### src/rtl/render_scheduler.sv
// rtl/render_scheduler.sv - Mandelbrot render sequencer and framebuffer port A owner
//
// Debounces the zoom button, keeps a saturating zoom level and, on every
// effective zoom change, clears the framebuffer, pulses the engine reset and
// forwards engine writes to BRAM port A until the engine reports ready.
//
// Ports:
//   clk, rst          system clock, asynchronous active-high reset
//   btn_zoom          raw zoom button (asynchronous)
//   sw_dir            1 = zoom in, 0 = zoom out, sampled on a debounced press
//   eng_wea/addr/dout engine write port (forwarded only while rendering)
//   eng_ready         engine render-complete level
//   zoom_level        zoom level presented to the engine
//   eng_rst           engine reset, high during clear and reset pulse
//   bram_wea/addr/din registered BRAM port A
//   busy              high whenever not idle
//   frame_done        one-cycle pulse at the end of each render
//   timeout_err       sticky render-timeout flag
module render_scheduler #(
  parameter int          DEBOUNCE_CYCLES = 1000000,
  parameter int          FB_WORDS        = 120000,
  parameter int          ENG_RST_CYCLES  = 16,
  parameter int          TIMEOUT_CYCLES  = 67108864,
  parameter int          MAX_ZOOM        = 3,
  parameter logic [31:0] CLEAR_WORD      = 32'h00000000
) (
  input  logic        clk,
  input  logic        rst,
  input  logic        btn_zoom,
  input  logic        sw_dir,
  input  logic [3:0]  eng_wea,
  input  logic [16:0] eng_addr,
  input  logic [31:0] eng_dout,
  input  logic        eng_ready,
  output logic [1:0]  zoom_level,
  output logic        eng_rst,
  output logic [3:0]  bram_wea,
  output logic [16:0] bram_addr,
  output logic [31:0] bram_din,
  output logic        busy,
  output logic        frame_done,
  output logic        timeout_err
);

  // One counter serves the clear address, the engine reset pulse and the
  // run timeout, so it is sized for the largest of the three.
  localparam int CMAX_A = (FB_WORDS > ENG_RST_CYCLES) ? FB_WORDS : ENG_RST_CYCLES;
  localparam int CMAX   = (CMAX_A > TIMEOUT_CYCLES) ? CMAX_A : TIMEOUT_CYCLES;
  localparam int CW     = $clog2(CMAX + 1);
  localparam int DW     = $clog2(DEBOUNCE_CYCLES + 1);

  typedef enum logic [2:0] {
    S_IDLE,
    S_CLEAR,
    S_ERST,
    S_RUN,
    S_DONE
  } state_t;

  state_t      state_q, state_d;
  logic [CW-1:0] cnt_q, cnt_d;
  logic [1:0]  zoom_q, zoom_d;
  logic [3:0]  wea_q, wea_d;
  logic [16:0] addr_q, addr_d;
  logic [31:0] din_q, din_d;
  logic        terr_q, terr_d;
  logic        pend_q, pend_d;
  logic        pdir_q, pdir_d;
  logic        rdy_q, rdy_d;
  logic [1:0]  nz;

  // Button conditioning
  logic [1:0]    sync_q;
  logic          db_q;
  logic [DW-1:0] db_cnt_q;
  logic          cmd;

  // The debounced level follows the synchronized button only after it has
  // disagreed for DEBOUNCE_CYCLES consecutive cycles; agreeing resets the run.
  assign cmd = sync_q[1] && !db_q && (db_cnt_q == DW'(DEBOUNCE_CYCLES - 1));

  always_ff @(posedge clk or posedge rst) begin
    if (rst) begin
      sync_q   <= 2'b00;
      db_q     <= 1'b0;
      db_cnt_q <= '0;
    end else begin
      sync_q <= {sync_q[0], btn_zoom};
      if (sync_q[1] != db_q) begin
        if (db_cnt_q == DW'(DEBOUNCE_CYCLES - 1)) begin
          db_q     <= sync_q[1];
          db_cnt_q <= '0;
        end else begin
          db_cnt_q <= db_cnt_q + DW'(1);
        end
      end else begin
        db_cnt_q <= '0;
      end
    end
  end

  always_ff @(posedge clk or posedge rst) begin
    if (rst) begin
      state_q <= S_CLEAR;
      cnt_q   <= '0;
      zoom_q  <= 2'd0;
      wea_q   <= 4'h0;
      addr_q  <= 17'd0;
      din_q   <= 32'd0;
      terr_q  <= 1'b0;
      pend_q  <= 1'b0;
      pdir_q  <= 1'b0;
      rdy_q   <= 1'b1;
    end else begin
      state_q <= state_d;
      cnt_q   <= cnt_d;
      zoom_q  <= zoom_d;
      wea_q   <= wea_d;
      addr_q  <= addr_d;
      din_q   <= din_d;
      terr_q  <= terr_d;
      pend_q  <= pend_d;
      pdir_q  <= pdir_d;
      rdy_q   <= rdy_d;
    end
  end

  always_comb begin
    state_d = state_q;
    cnt_d   = cnt_q;
    zoom_d  = zoom_q;
    wea_d   = 4'h0;
    addr_d  = addr_q;
    din_d   = din_q;
    terr_d  = terr_q;
    pend_d  = pend_q;
    pdir_d  = pdir_q;
    rdy_d   = rdy_q;
    nz      = zoom_q;

    case (state_q)
      S_IDLE: begin
        if (pend_q) begin
          pend_d = 1'b0;
          if (pdir_q) begin
            nz = (zoom_q == 2'(MAX_ZOOM)) ? zoom_q : zoom_q + 2'd1;
          end else begin
            nz = (zoom_q == 2'd0) ? zoom_q : zoom_q - 2'd1;
          end
          // A saturated request leaves the current picture untouched.
          if (nz != zoom_q) begin
            zoom_d  = nz;
            state_d = S_CLEAR;
            cnt_d   = '0;
          end
        end
      end
      S_CLEAR: begin
        wea_d  = 4'hF;
        addr_d = 17'(cnt_q);
        din_d  = CLEAR_WORD;
        if (cnt_q == CW'(FB_WORDS - 1)) begin
          state_d = S_ERST;
          cnt_d   = '0;
        end else begin
          cnt_d = cnt_q + CW'(1);
        end
      end
      S_ERST: begin
        if (cnt_q == CW'(ENG_RST_CYCLES - 1)) begin
          state_d = S_RUN;
          cnt_d   = '0;
          // Preset so a ready left high by the previous render is not an edge.
          rdy_d   = 1'b1;
        end else begin
          cnt_d = cnt_q + CW'(1);
        end
      end
      S_RUN: begin
        wea_d  = eng_wea;
        addr_d = eng_addr;
        din_d  = eng_dout;
        rdy_d  = eng_ready;
        if (eng_ready && !rdy_q) begin
          state_d = S_DONE;
        end else if (cnt_q == CW'(TIMEOUT_CYCLES - 1)) begin
          terr_d  = 1'b1;
          state_d = S_DONE;
        end else begin
          cnt_d = cnt_q + CW'(1);
        end
      end
      S_DONE: begin
        state_d = S_IDLE;
      end
      default: begin
        state_d = S_IDLE;
      end
    endcase

    // A fresh press wins over a pending slot being consumed this cycle.
    if (cmd) begin
      pend_d = 1'b1;
      pdir_d = sw_dir;
    end
  end

  assign zoom_level  = zoom_q;
  assign eng_rst     = (state_q == S_CLEAR) || (state_q == S_ERST);
  assign bram_wea    = wea_q;
  assign bram_addr   = addr_q;
  assign bram_din    = din_q;
  assign busy        = (state_q != S_IDLE);
  assign frame_done  = (state_q == S_DONE);
  assign timeout_err = terr_q;

endmodule

### config.mk
export PLATFORM = sky130hd
export DESIGN_NAME = render_scheduler
export DESIGN_NICKNAME = d
export VERILOG_FILES = /design/src/rtl/render_scheduler.sv
export SDC_FILE = /design/constraint.sdc
export NUM_CORES = 1
export LEC_CHECK = 0
export CAP_MARGIN = 20
export CORE_UTILIZATION = 41
export DETAILED_ROUTE_END_ITERATION = 8
export GPL_TIMING_DRIVEN = 0
export PLACE_DENSITY = 0.67
export SLEW_MARGIN = 20
export SYNTH_ARGS = -nofsm -noshare
export SYNTH_HDL_FRONTEND = slang
export SYNTH_SLANG_ARGS = --single-unit
### constraint.sdc
create_clock -name clk -period 6 [get_ports clk]
set_clock_uncertainty 0.15 [all_clocks]
set_input_delay 1.8 -clock clk [delete_from_list [all_inputs] [get_ports clk]]
set_output_delay 1.8 -clock clk [all_outputs]
set_load 0.02 [all_outputs]
==> results by stage, run 1 <==
Run status:
- The flow ran to the end, and the final reports show no timing, DRC or antenna violations.

STA:
- The hold violation total from the final report is 0.
- The setup slack after layout is 1.44 ns.
- The number of max-slew violations in the final report is 0.
- The final critical path takes up 76.0% of the cycle.
- Setup repair after global routing left no endpoint under its margin.
- For this run, the top clock speed supported by timing is 219 MHz.
- Counting I/O delays and the setup requirement, the final critical path takes 4.56 ns.
- The worst pin sits at a relative slew slack of 32.6%.
- The transition time at the pin with the least slew margin is 1.00 ns.
- The final-report setup violation count is 0.

Clock tree:
- In this run the number of H-tree levels came out at 3.
- TritonCTS built the clock tree.
- The clock network latency to the later pin of the worst-skew pair is 0.36 ns.
- The clock drives 112 sinks.
- After clock tree synthesis, the flow added hold-fix buffers numbering 0.
- The number of buffers added by the clock tree synthesis step is 9.
- After clock tree synthesis, the setup repair step added 0 buffers.
- The clock transition time at the flip-flop clock pins of the worst setup and hold paths is 0.08 ns.
- The maximum count of clock buffers along a single path is 2.
- Post-CTS repair changed the size of 0 cells.
- CTS placed an instance of sky130_fd_sc_hd__clkbuf_16 at the clock tree root.

Finish:
- The relative area change from synthesis to final layout is 31.4%.
- Leaving out filler cells and counting taps, the final layout contains 889.
- The most common cell after layout, fill and taps aside is sky130_fd_sc_hd__nand2_1.
- The final design area excluding fillers is 7200 µm².
- The core occupancy in the finished layout is 56.1%.
- After the last flow step, the layout net total stands at 774.
- The library cells used most frequently in the layout, excluding fill and tap cells, are sky130_fd_sc_hd__nand2_1, sky130_fd_sc_hd__clkdlybuf4s50_1, sky130_fd_sc_hd__dfrtp_1.
- In the final layout, the share of cells above drive strength 1 is 7.25%.
- The number of diodes added for antenna fixing is 0.

Die:
- The horizontal die dimension is 118 µm.
- The floorplan has 41 rows.
- Measured along the y axis, the die boundary spans 118 µm.
- The die covers 13800 µm².
- During I/O placement, the number of pins put on the boundary was 117.
- The total area inside the core boundary comes to 12800 µm².
- The initial cell density of the core is 42.7%.

Yosys:
- The distinct cell type count of the synthesized netlist is 57.
- The most area-hungry cell type in the Yosys netlist is sky130_fd_sc_hd__dfrtp_1.
- The cell area after synthesis is 5480 µm².
- Summing the areas of all fa, ha and maj instances in the mapped netlist gives 0.913% of the synthesized area.
- The dominant register cell in the synthesized netlist is sky130_fd_sc_hd__dfrtp_1.
- Synthesis handed over a netlist of 584 instances.
- Ranked by total cell area, the synthesized netlist is headed by sky130_fd_sc_hd__dfrtp_1, sky130_fd_sc_hd__nand2_1, sky130_fd_sc_hd__o21ai_0.
- Counting flops with a built-in enable in the synthesized netlist gives 0.
- The number of nets in the synthesized netlist is 646.
- After synthesis, the largest area contributor takes up 50.2% of total cell area.
- The xor-xnor portion of the synthesized cell area is 2.88%.
- The number of warning messages in the yosys log is 0.
- The post-synthesis sequential area ratio is 51.2%.
- Averaged over all synthesized cells, the footprint is 9.38 µm².
- Counting flops and latches in the post-synthesis netlist gives 112.
- After synthesis, the share of cell area in mux cells is 3.90%.
- After Yosys synthesis, and, or, nand and nor cells account for 21.2% of the synthesized area.
- By area, the combinational part of the netlist is dominated by simple AND/OR/NAND/NOR gates.
- The fraction of registers with async set or reset after synthesis is 100%.
- Summing the areas of all compound-gate instances in the mapped netlist gives 14.9% of the synthesized area.

Min path:
- The path class of the tightest hold or removal check is reg -> reg.
- Along the worst hold path, the cell count comes to 0.
- The source of the worst hold timing path is sync_q[0].
- The path with the worst hold slack has its endpoint at sync_q[1].

Power:
- VDD sags by at most 0.000147 V.
- The switching power of the nets is 0.318 mW.
- The total power divided by cell area is 202 nW/µm².
- In this run the static leakage power is 3.30 nW.
- The internal portion of total power is 1.14 mW.
- The sequential cell fraction of total power is 52.1%.
- The total chip power is 1.46 mW.
- The share of total power in combinational logic is 4.9%.
- The switching part of the total power is 21.8%.
- The fraction of power consumed by the clock network is 43.0%.

Placement:
- The placed cell count is 873.
- The half-perimeter wire length after detailed placement is 10.3 mm.
- At the end of routability-driven placement, the weighted congestion stood at 0.864.
- The number of port buffers is 116.
- The post-placement setup slack is 1.82 ns.
- After detailed placement, the total cell area comes to 6890 µm².

Setup path:
- The critical path launch point is state_q[1].
- STA classifies the critical path startpoint as a flop.
- In this run the critical register-to-register path is captured at cnt_q[20].
- The reg-to-reg startpoint is cnt_q[20].
- STA puts the critical path data arrival time at 2.61 ns.
- Along the worst path, the maximum fanout reaches 10.
- For the worst setup path, the data required time is 4.05 ns.
- The critical path is of the reg -> out type.
- The element type at the critical path end is an output port.
- The worst register-to-register path has a setup slack of 3.31 ns.
- The worst reg-to-reg path cell count is 8.

Global routing:
- Entering global routing, the biggest net connects 81 pins.
- Global routing used 21.3% of the available tracks across all layers.
- The number of global-route vias before repair was 4618.
- The first global-routing pass estimated 23.5 mm of wire.
- The initial antenna violation count is 0.
- The total overflow left after global routing is 0.

Route:
- The detailed-routing iteration count for the pre-antenna-repair pass is 5.
- The violation count after the first detailed-routing iteration is 321.
- The per-cell via count in the routed design is 5.38.
- The antenna violation net count after detailed routing is 0.
- The final layout contains routed wiring with a total length of 14.1 mm.
- The remaining design rule violation count is 0.
- The routed layout has 4782 vias.
- The average routed wire per standard cell is 15.9 µm.

Job:
- The tool flagged a number of max-cap violations equal to 0.
through the flow:
step | setup TNS (ns) | hold WS (ns)
final | 0 | 0.210
after global routing | 0 | 0.227
after CTS | 0 | 0.217
after detailed placement | 0 | 0.198
after global placement | -61.82 | 0.182
after floorplan | 0 | 0.181
critical path: stages (launching register included):
cell and delay, ns:
sky130_fd_sc_hd__dfrtp_1 0.32, sky130_fd_sc_hd__clkbuf_1 0.35, sky130_fd_sc_hd__buf_1 0.55, sky130_fd_sc_hd__nor2b_1 0.25, sky130_fd_sc_hd__o21ba_2 0.17, sky130_fd_sc_hd__clkdlybuf4s50_1 0.60
synthesized netlist by cell type (3+ instances only):
library cell                  n
sky130_fd_sc_hd__nor4_1       8
sky130_fd_sc_hd__nand3_1     24
sky130_fd_sc_hd__nand2b_1     3
sky130_fd_sc_hd__nor2_1      37
sky130_fd_sc_hd__o21ai_0     62
sky130_fd_sc_hd__nor3_1      12
sky130_fd_sc_hd__buf_4        4
sky130_fd_sc_hd__nand4_1     12
sky130_fd_sc_hd__buf_6        5
sky130_fd_sc_hd__clkbuf_1    21
sky130_fd_sc_hd__and3_1       6
sky130_fd_sc_hd__nand2_1    124
sky130_fd_sc_hd__a2bb2oi_1   15
sky130_fd_sc_hd__nor2b_1      5
sky130_fd_sc_hd__ha_1         4
sky130_fd_sc_hd__buf_2        7
sky130_fd_sc_hd__nand3b_1     3
sky130_fd_sc_hd__dfrtp_1    110
sky130_fd_sc_hd__xor2_1      13
sky130_fd_sc_hd__xnor2_1      5
sky130_fd_sc_hd__inv_1       11
sky130_fd_sc_hd__mux2i_1     18
sky130_fd_sc_hd__a22o_1       9
sky130_fd_sc_hd__o31ai_1     14
sky130_fd_sc_hd__a21oi_1      7
sky130_fd_sc_hd__mux2_2       3
power by group through the flow:
| stage | sequential, mW | clock (mW) | combinational, mW |
|---|---|---|---|
| 2_1_floorplan | 0.774 | 0 | 0.0244 |
| 3_3_place_gp | 0.774 | 0 | 0.0686 |
| 3_5_place_dp | 0.774 | 0 | 0.0721 |
| 4_1_cts | 0.759 | 0.643 | 0.0729 |
| 5_1_grt | 0.760 | 0.678 | 0.0791 |
| 6_report | 0.759 | 0.627 | 0.0714 |
cells by family after synthesis:
family	count (synthesis)
simple gates	251
compound gates	125
xor+xnor	18
mux	21
buf+inv	53
flops	112
fa+ha+maj	4
layout make-up:
| cell class | instances | area [µm²] |
|---|---|---|
| multi-input cells | 419 | 2400 |
| fillers | 1105 | 5620 |
| clock buffers | 10 | 239 |
| plain buffers | 42 | 233 |
| well taps | 172 | 215 |
| inverters | 11 | 46.3 |
| repair buffers | 117 | 1190 |
| clock inverters | 6 | 72.6 |
| flip-flops and latches | 112 | 2810 |
routing by layer:
metal	vias up	track usage, %	wire length [µm]
li1	2302	-	-
met1	2327	27.7	6400
met2	136	35.1	6820
met4	0	6.09	227
met3	17	5.28	691
met5	-	0	0
sequential cells by signal, indices dropped and copies added, names as in the netlist:
name         cells
bram_din        32
cnt_q           27
db_cnt_q        20
bram_addr       17
bram_wea         4
state_q          3
sync_q           2
zoom_level       2
db_q             1
pdir_q           1
pend_q           1
rdy_q            1
timeout_err      1
how the worst max path moves through the flow:
| stage | endpoint | slack [ns] |
|---|---|---|
| after CTS | eng_rst | 1.42 |
| after floorplan | bram_addr[0] | 1.09 |
| after detailed placement | eng_rst | 1.82 |
| after global routing | eng_rst | 1.31 |
| after global placement | bram_addr[1] | -0.57 |
| final | eng_rst | 1.44 |
No activity file was read; power rests on OpenSTA's default activity.
==> inputs of run 2 (changes only) <==
==> constraint.sdc (replaced) <==
create_clock -name clk -period 4.8 [get_ports clk]
set_clock_uncertainty 0.15 [all_clocks]
set_input_delay 1.44 -clock clk [delete_from_list [all_inputs] [get_ports clk]]
set_output_delay 1.44 -clock clk [all_outputs]
set_load 0.02 [all_outputs]
==> results of run 2 <==
The final DEF is identical to that of run 1. Status: complete, no violations.
Main changes from that run: setup slack after placement 1.82 ns -> 0.982 ns; setup slack after layout 1.44 ns -> 0.600 ns; register-to-register setup slack 3.31 ns -> 2.11 ns; total power 1.46 mW -> 1.82 mW; worst IR drop on VDD 0.000147 V -> 0.000184 V
